[config.mk]
export PLATFORM = sky130hd
export DESIGN_NAME = multu_hilo
export DESIGN_NICKNAME = d
export VERILOG_FILES = /design/src/rtl/multu_hilo.sv
export SDC_FILE = /design/constraint.sdc
export NUM_CORES = 1
export LEC_CHECK = 0
export CAP_MARGIN = 20
export CORE_UTILIZATION = 54
export CTS_CLUSTER_SIZE = 16
export DETAILED_ROUTE_END_ITERATION = 7
export GPL_ROUTABILITY_DRIVEN = 0
export GPL_TIMING_DRIVEN = 0
export PLACE_DENSITY = 0.81
export SLEW_MARGIN = 20
export SYNTH_ARGS = -nofsm -noshare
export SYNTH_HDL_FRONTEND = slang
export SYNTH_SLANG_ARGS = --single-unit
[constraint.sdc]
create_clock -name clk -period 3.49 [get_ports clk]
set_input_delay 0.698 -clock clk [delete_from_list [all_inputs] [get_ports clk]]
set_output_delay 0.698 -clock clk [all_outputs]
set_load 0.02 [all_outputs]
[src/rtl/multu_hilo.sv]
// multu_hilo: sequential unsigned shift-add multiplier with architectural HI/LO
// registers. Sits beside the ALU result stage and shares its operand and
// function-code inputs. A MULTU code starts an operation: operands are
// captured on that edge (E0), one product bit is retired per cycle, and on
// edge E(WIDTH) the full 2*WIDTH-bit product lands in {hi, lo}.
//
// Configuration macro: MULT_SIGNED_EN
//   When defined, MULT_CODE also starts an operation. The magnitudes of a and b
//   are multiplied, and the product is negated at completion if the operand
//   signs differed. When undefined, MULT_CODE behaves like any other
//   non-multiply code and no sign logic exists.
//
// Ports:
//   clk     in   rising-edge clock
//   reset   in   synchronous, active-high reset
//   a       in   [WIDTH-1:0] multiplicand
//   b       in   [WIDTH-1:0] multiplier
//   signal  in   [5:0] ALU function code
//   hi      out  [WIDTH-1:0] architectural HI (upper product half)
//   lo      out  [WIDTH-1:0] architectural LO (lower product half)
//   busy    out  high while iterating
//   done    out  one-cycle pulse when hi/lo take a new product
module multu_hilo #(
  parameter int         WIDTH      = 32,
  parameter logic [5:0] MULTU_CODE = 6'd25,
  parameter logic [5:0] MULT_CODE  = 6'd24
) (
  input  logic             clk,
  input  logic             reset,
  input  logic [WIDTH-1:0] a,
  input  logic [WIDTH-1:0] b,
  input  logic [5:0]       signal,
  output logic [WIDTH-1:0] hi,
  output logic [WIDTH-1:0] lo,
  output logic             busy,
  output logic             done
);

  // One extra bit so the count can sit at WIDTH after the final step.
  localparam int CW = $clog2(WIDTH) + 1;

  typedef enum logic [1:0] {
    IDLE = 2'd0,
    RUN  = 2'd1,
    DONE = 2'd2
  } state_t;

  state_t             state;
  state_t             state_next;
  logic [WIDTH-1:0]   mcand;
  logic [2*WIDTH-1:0] prod;     // upper half: partial sum, lower half: multiplier bits
  logic [CW-1:0]      cnt;
  logic               done_q;

  logic               start;    // a multiply code is present
  logic               hold;     // the code that started the current operation is held
  logic               last;     // this RUN step retires the final bit
  logic [WIDTH-1:0]   a_op;
  logic [WIDTH-1:0]   b_op;
  logic [WIDTH:0]     upper;    // WIDTH+1 bits keeps the carry out of the add
  logic [2*WIDTH-1:0] prod_step;
  logic [2*WIDTH-1:0] result;

  assign last = (cnt == CW'(WIDTH - 1));

  // One shift-add step: conditionally add the multiplicand into the upper
  // half, then shift the whole register right, pulling the carry in on top.
  always_comb begin
    upper     = prod[0] ? ({1'b0, prod[2*WIDTH-1:WIDTH]} + {1'b0, mcand})
                        : {1'b0, prod[2*WIDTH-1:WIDTH]};
    prod_step = {upper, prod[WIDTH-1:1]};
  end

`ifdef MULT_SIGNED_EN
  logic       neg;
  logic [5:0] start_code;
  logic       is_signed;

  always_comb begin
    is_signed = (signal == MULT_CODE);
    start     = (signal == MULTU_CODE) || is_signed;
    hold      = (signal == start_code);
    // Magnitudes only for a signed start; -x is also correct for the most
    // negative value when read back as unsigned.
    a_op      = (is_signed && a[WIDTH-1]) ? -a : a;
    b_op      = (is_signed && b[WIDTH-1]) ? -b : b;
    result    = neg ? -prod_step : prod_step;
  end

  always_ff @(posedge clk) begin
    if (reset) begin
      neg        <= 1'b0;
      start_code <= 6'd0;
    end else if (state == IDLE && start) begin
      neg        <= is_signed && (a[WIDTH-1] ^ b[WIDTH-1]);
      start_code <= signal;
    end
  end
`else
  always_comb begin
    start  = (signal == MULTU_CODE);
    hold   = (signal == MULTU_CODE);
    a_op   = a;
    b_op   = b;
    result = prod_step;
  end
`endif

  // State register.
  always_ff @(posedge clk) begin
    if (reset) state <= IDLE;
    else       state <= state_next;
  end

  // Next-state logic.
  always_comb begin
    // NOTE: default assignment first so every path assigns state_next and no latch is inferred.
    state_next = state;
    case (state)
      IDLE:    if (start) state_next = RUN;
      RUN:     if (last)  state_next = DONE;
      // Holding the start code parks here so it cannot retrigger.
      DONE:    if (!hold) state_next = IDLE;
      default: state_next = IDLE;
    endcase
  end

  // Outputs.
  always_comb begin
    busy = (state == RUN);
    done = done_q;
  end

  // Datapath and architectural registers.
  always_ff @(posedge clk) begin
    // NOTE: sequential state uses non-blocking assignments so every register samples pre-edge values.
    if (reset) begin
      mcand  <= '0;
      prod   <= '0;
      cnt    <= '0;
      hi     <= '0;
      lo     <= '0;
      done_q <= 1'b0;
    end else begin
      done_q <= 1'b0;
      case (state)
        IDLE: begin
          if (start) begin
            mcand <= a_op;
            prod  <= {{WIDTH{1'b0}}, b_op};
            cnt   <= '0;
          end
        end
        RUN: begin
          prod <= prod_step;
          cnt  <= cnt + CW'(1);
          if (last) begin
            {hi, lo} <= result;
            done_q   <= 1'b1;
          end
        end
        default: ;
      endcase
    end
  end

endmodule

* Word level (Yosys, flattened, before mapping)
Index checks and enable logic that the tools add are counted.
Storage, ports and cells: register bits after elaboration 169, input port bits 72, logic and storage cells 34
Operators by class: eq/ne operators 7, add/subtract/negate cells 2, reductions and logical operators 7, muxes and demuxes 10, bitwise operators 1
Operators by type and width (count):
- case mux 64 bit (2 select lines) | 1
- 2-to-1 mux 64 bit | 1
- adder 32 x 32 -> 33 bit | 1
- 2-to-1 mux 33 bit | 1
- == test 6 x 5 -> 1 bit, second input constant | 2
- case mux 6 bit (2 select lines) | 1
- adder 6 x 1 -> 6 bit, second input constant | 1
- 2-to-1 mux 2 bit | 3
- 2-to-1 mux 6 bit | 1
- case mux 2 bit (3 select lines) | 1
- AND reduction 2 bit | 3
- != test 2 bit, second input constant | 2
- AND reduction 3 bit | 1
- == test 2 x 1 -> 1 bit, second input constant | 1
- == test 2 bit, second input constant | 1
- zero test 2 bit | 1
- != test 2 x 1 -> 1 bit, second input constant | 1
- nonzero test 2 bit | 1
- OR reduction 2 bit | 1
- 2-to-1 mux 1 bit | 1
- inverter 1 bit | 1

* Logic depth before layout (Yosys ltp)
word-level depth 3, mapped depth 10

* Worst setup path before layout
OpenSTA, ideal clock, no wires.
path type register to register, start reg mcand[0], end reg hi[29], path buffers 0, setup slack 0.842 ns, cell stages (with the launch flop) 11, arrival time 2.516 ns, library setup time 0.132 ns, cell sequence dfxtp_1 > ha_1 > fa_1 > a21o_1 > a221oi_2 > o21bai_4 > a41oi_4 > o41ai_4 > a221oi_1 > and4_1 > nor3_1
On the way: word-level cells in the longest chain between the ends 2
Ends and longest elaborated chain:
- start, declared | line 50 | logic [WIDTH-1:0] mcand;
- start signal, assigned | line 149 | mcand <= a_op;
- adder 32 x 32 -> 33 bit | line 69 | upper = prod[0] ? ({1'b0, prod[2*WIDTH-1:WIDTH]} + {1'b0, mcand})
- 2-to-1 mux 33 bit | line 69
- end signal, assigned | line 158 | {hi, lo} <= result;
- end, declared | line 33 | output logic [WIDTH-1:0] hi,
Every way passes these cells. A chain may end at the register's enable or synchronous reset.

* Final worst setup path
start reg state[1], end out busy
On the way: word-level cells in the longest chain between the ends 1
Ends and longest elaborated chain:
- start, declared | line 48 | state_t state;
- start signal, assigned | line 112 | else state <= state_next;
- == test 2 x 1 -> 1 bit | line 130 | busy = (state == RUN);
- end, declared | line 35 | output logic busy,
Every way passes these cells.

==> flow_summary.html <==
<table>
<tr><th>Metric</th><th>Value</th></tr>
<tr><th colspan="2">Detailed routing</th></tr>
<tr><td>Routed via count</td><td>8889</td></tr>
<tr><td>Via density per instance</td><td>6.06</td></tr>
<tr><td>Wire length per cell</td><td>18.3 um</td></tr>
<tr><td>Antenna viol nets, final</td><td>0</td></tr>
<tr><td>Post-Route WL</td><td>26800 um</td></tr>
<tr><td>Starting DRC count in detailed routing</td><td>699</td></tr>
<tr><td>DR pass1 iterations</td><td>5</td></tr>
<tr><td>DRC</td><td>0</td></tr>
<tr><th colspan="2">STA</th></tr>
<tr><td>Rel. slew slack</td><td>46.4%</td></tr>
<tr><td>Setup-failing EPs final</td><td>0</td></tr>
<tr><td>Period Utilization, post-route</td><td>95.9%</td></tr>
<tr><td>Actual transition at the worst max-transition pin</td><td>0.804 ns</td></tr>
<tr><td>Unrepaired setup endpoints after global routing</td><td>no</td></tr>
<tr><td>Total Neg Setup Slack</td><td>0 ns</td></tr>
<tr><td>Clk_skew</td><td>0.0137 ns</td></tr>
<tr><td>F_max</td><td>299 MHz</td></tr>
<tr><td>Final number of max-transition violations</td><td>0</td></tr>
<tr><td>Number of hold-slack violations in the final timing report</td><td>0</td></tr>
<tr><td>Final critical path time including I/O delays and setup</td><td>3.35 ns</td></tr>
<tr><th colspan="2">Min path</th></tr>
<tr><td>Worst Hold Class</td><td>reg -&gt; reg</td></tr>
<tr><th colspan="2">Clock network</th></tr>
<tr><td>Maximum buffer depth of the clock tree</td><td>2</td></tr>
<tr><td>Number of buffers inserted during clock tree synthesis</td><td>17</td></tr>
<tr><td>Post-cts sizing count</td><td>0</td></tr>
<tr><td>Register clock-pin slew on the reported worst setup and hold paths</td><td>0.07 ns</td></tr>
<tr><td>Latest clock arrival within the worst-skew pair</td><td>0.44 ns</td></tr>
<tr><td>Count of hold-fix buffers inserted at cts</td><td>0</td></tr>
<tr><td>Clock Tree Root</td><td>sky130_fd_sc_hd__clkbuf_16</td></tr>
<tr><td>Number of H-tree levels</td><td>4</td></tr>
<tr><td>TritonCTS clock tree</td><td>yes</td></tr>
<tr><td>Clock sink count</td><td>169</td></tr>
<tr><td>Post CTS Setup Buffer Count</td><td>0</td></tr>
<tr><th colspan="2">Cells and area</th></tr>
<tr><td>Fraction of layout instances using a drive strength above 1</td><td>4.06%</td></tr>
<tr><td>Post-synthesis to final-layout area growth</td><td>26.1%</td></tr>
<tr><td>Design area</td><td>10700 sq um</td></tr>
<tr><td>Number of antenna repair diodes</td><td>0</td></tr>
<tr><td>NumNets Final</td><td>1349</td></tr>
<tr><th colspan="2">Floorplan</th></tr>
<tr><td>Number of I/O pins</td><td>138</td></tr>
<tr><td>Std cell rows</td><td>45</td></tr>
<tr><td>Die Y</td><td>127 um</td></tr>
<tr><td>Area of the die</td><td>16200 sq um</td></tr>
<tr><td>Die Width</td><td>127 um</td></tr>
<tr><td>Effective utilization at floorplan</td><td>55.7%</td></tr>
<tr><td>Placeable core region</td><td>15300 sq um</td></tr>
<tr><th colspan="2">Power</th></tr>
<tr><td>Worst vdd ir</td><td>378 uV</td></tr>
<tr><td>Sequential fraction of design power</td><td>48.1%</td></tr>
<tr><td>Cell leakage power</td><td>3.95 nW</td></tr>
<tr><td>Proportion of power drawn by combinational gates</td><td>4.8%</td></tr>
<tr><td>Power density relative to cell area</td><td>378 nW/um^2</td></tr>
<tr><td>Clock share of power</td><td>47.1%</td></tr>
<tr><td>Switching power total</td><td>951 uW</td></tr>
<tr><td>Internal Pwr Total</td><td>3.10 mW</td></tr>
<tr><td>Switching fraction of total power</td><td>23.4%</td></tr>
<tr><th colspan="2">Setup path</th></tr>
<tr><td>Class of the most critical setup path</td><td>reg -&gt; out</td></tr>
<tr><td>CP peak stage delay</td><td>0.73 ns</td></tr>
<tr><td>Critical path's most frequent cell</td><td>sky130_fd_sc_hd__clkbuf_1</td></tr>
<tr><td>Critical path data required time</td><td>2.79 ns</td></tr>
<tr><td>Crit. End Element</td><td>output pin</td></tr>
<tr><td>Critical path startpoint category</td><td>register</td></tr>
<tr><td>CP max FO</td><td>10</td></tr>
<tr><td>CP Cell Sequence</td><td>nand2b_1 -&gt; clkbuf_1 -&gt; inv_1 -&gt; clkbuf_1 -&gt; clkdlybuf4s50_1</td></tr>
<tr><td>CP max-delay cell</td><td>sky130_fd_sc_hd__clkdlybuf4s50_1</td></tr>
<tr><td>Buffer and inverter count on the worst path</td><td>4</td></tr>
<tr><td>Top cell family by delay on the critical path</td><td>buffers and inverters</td></tr>
<tr><td>Crit path arrival time</td><td>2.65 ns</td></tr>
<tr><th colspan="2">GRT</th></tr>
<tr><td>Global-route usage over all layers</td><td>33.2%</td></tr>
<tr><td>Antenna violations before repair</td><td>0</td></tr>
<tr><td>Vias in the first global route</td><td>8180</td></tr>
<tr><td>Wire length of the first global-routing pass</td><td>41900 um</td></tr>
<tr><td>Pin count of the biggest net entering global routing</td><td>17</td></tr>
<tr><td>Total grt overflow</td><td>0</td></tr>
<tr><th colspan="2">Yosys</th></tr>
<tr><td>Share of the synthesized area in the top cell type</td><td>39.8%</td></tr>
<tr><td>Cell taking the most area after synthesis</td><td>sky130_fd_sc_hd__dfxtp_1</td></tr>
<tr><td>Distinct cell type count of the synthesized netlist</td><td>63</td></tr>
<tr><td>Portion of netlist area occupied by mux cells</td><td>2.15%</td></tr>
<tr><td>Post-synthesis compound-gate area fraction</td><td>24.2%</td></tr>
<tr><td>Commonest register cell after synthesis</td><td>sky130_fd_sc_hd__dfxtp_1</td></tr>
<tr><td>Synthesized net count</td><td>1194</td></tr>
<tr><td>Flip-flop and latch count after synthesis</td><td>169</td></tr>
<tr><td>Synth warnings</td><td>0</td></tr>
<tr><td>Area of the mapped netlist</td><td>8500 sq um</td></tr>
<tr><td>Count of mapped cells out of synthesis</td><td>1088</td></tr>
<tr><td>Cell types with the largest area share after synthesis</td><td>sky130_fd_sc_hd__dfxtp_1, sky130_fd_sc_hd__nand2_1, sky130_fd_sc_hd__a21oi_1</td></tr>
<tr><td>XOR/XNOR Fraction of Synth Area</td><td>1.96%</td></tr>
<tr><td>Sequential share of the synthesized area</td><td>39.8%</td></tr>
<tr><td>Synth Area per Inst</td><td>7.81 sq um</td></tr>
<tr><td>Fraction of synthesis flops using an asynchronous set or reset pin</td><td>0%</td></tr>
<tr><td>Combinational family with the most area after synthesis</td><td>compound AO/OA/AOI/OAI gates</td></tr>
<tr><td>Number of enable flip-flop cells after synthesis</td><td>0</td></tr>
<tr><td>Post-synthesis simple-gate area fraction</td><td>23.0%</td></tr>
<tr><td>Post-synthesis adder-cell area fraction</td><td>5.09%</td></tr>
<tr><th colspan="2">Placement</th></tr>
<tr><td>Number of buffers inserted by port buffering</td><td>136</td></tr>
<tr><td>Placed cell areas</td><td>10100 sq um</td></tr>
<tr><td>Placed wire-length estimate after detailed placement</td><td>19400 um</td></tr>
<tr><th colspan="2">Run status</th></tr>
<tr><td>Status</td><td>completed</td></tr>
<tr><th colspan="2">Run</th></tr>
<tr><td>Maximum Capacitance Violations</td><td>0</td></tr>
</table>
cell families (layout without fill, tap and decap cells):
kind of cell | after synthesis | count (layout)
and+or+nand+nor | 457 | 457
AOI/OAI and AO/OA | 305 | 305
DFF | 169 | 169
buffers and inverters | 86 | 254
adders and majority gates | 34 | 34
xor gates and xnor gates | 19 | 19
muxes | 18 | 18
power by group through the flow:
stage	clock (mW)	sequential [mW]	combinational (mW)
final	1.91	1.95	0.194
after global routing	1.99	1.95	0.206
after CTS	1.90	1.95	0.191
after detailed placement	0	1.99	0.189
after global placement	0	1.99	0.189
after floorplan	0	1.99	0.0740
routing by layer:
metal / up-vias / global-route usage, % / share of wire (%)
met1: 4133 / 41.5 / 41
met5: - / 0 / 0
li1: 4181 / - / -
met4: 0 / 16.4 / 4.0
met2: 483 / 55.0 / 46
met3: 92 / 6.28 / 9.5
layout by cell type, fill, tap and decap left out, drive strengths merged, types with 26 or more instances in the layout:
cell / instances
a211oi: 26
a311oi: 46
nand2: 246
dfxtp: 169
clkdlybuf4s50: 136
o21ai: 33
clkbuf: 86
a21oi: 122
ha: 33
nor2: 115
worst register-to-register path: cells and delay by family (launching register included):
kind,cells,cell delay [ns]
AOI/OAI and AO/OA,6,1.80
and+or+nand+nor,2,0.33
DFF,1,0.33
adders and majority gates,2,0.66
cells in the mapped netlist, drive strengths merged, types with 13 or more instances:
cell type	number
a21oi	122
nor2	115
nand2b	13
ha	33
dfxtp	169
mux2i	16
a211oi	26
o21ai	33
a311oi	46
nand3	19
a31oi	16
a21o	20
nand2	246
clkbuf	69
cell type report:
| class | instances | area [sq um] |
|---|---|---|
| Multi-Input combinational cell | 833 | 4790 |
| Buffer | 80 | 302 |
| Timing Repair Buffer | 136 | 1360 |
| Tap cell | 211 | 264 |
| Inverter | 6 | 22.5 |
| Clock inverter | 15 | 168 |
| Fill cell | 1274 | 4540 |
| Clock buffer | 17 | 425 |
| Sequential cell | 169 | 3380 |
path summary, 6_finish.rpt:
kind / slack [ns] / depth (start not counted) / startpoint / endpoint
worst max register to register: 0.23 / 10 / prod[32] / hi[29]
worst max-delay path: 0.14 / 5 / state[1] / busy
worst min-delay path: 0.45 / 2 / lo[13] / lo[13]
worst min register to register: 0.45 / 2 / lo[13] / lo[13]
stage by stage:
stage	worst slack (ns)	power [mW]	hold WS, ns	instances	util [%]
after floorplan	0.842	2.06	0.441	1088	-
after global placement	0.154	2.18	0.440	1435	66.4
after detailed placement	0.0977	2.18	0.446	1435	66.4
after CTS	0.243	4.04	0.455	1467	70.3
after global routing	0.0969	4.14	0.474	1467	70.3
final	0.141	4.05	0.453	1467	70.3
flip-flops by register name, indices dropped and copies added (netlist names):
name / flops
state: 2
hi: 32
lo: 32
prod: 64
done: 1
cnt: 6
mcand: 32
(Power assumes the default switching activity.)
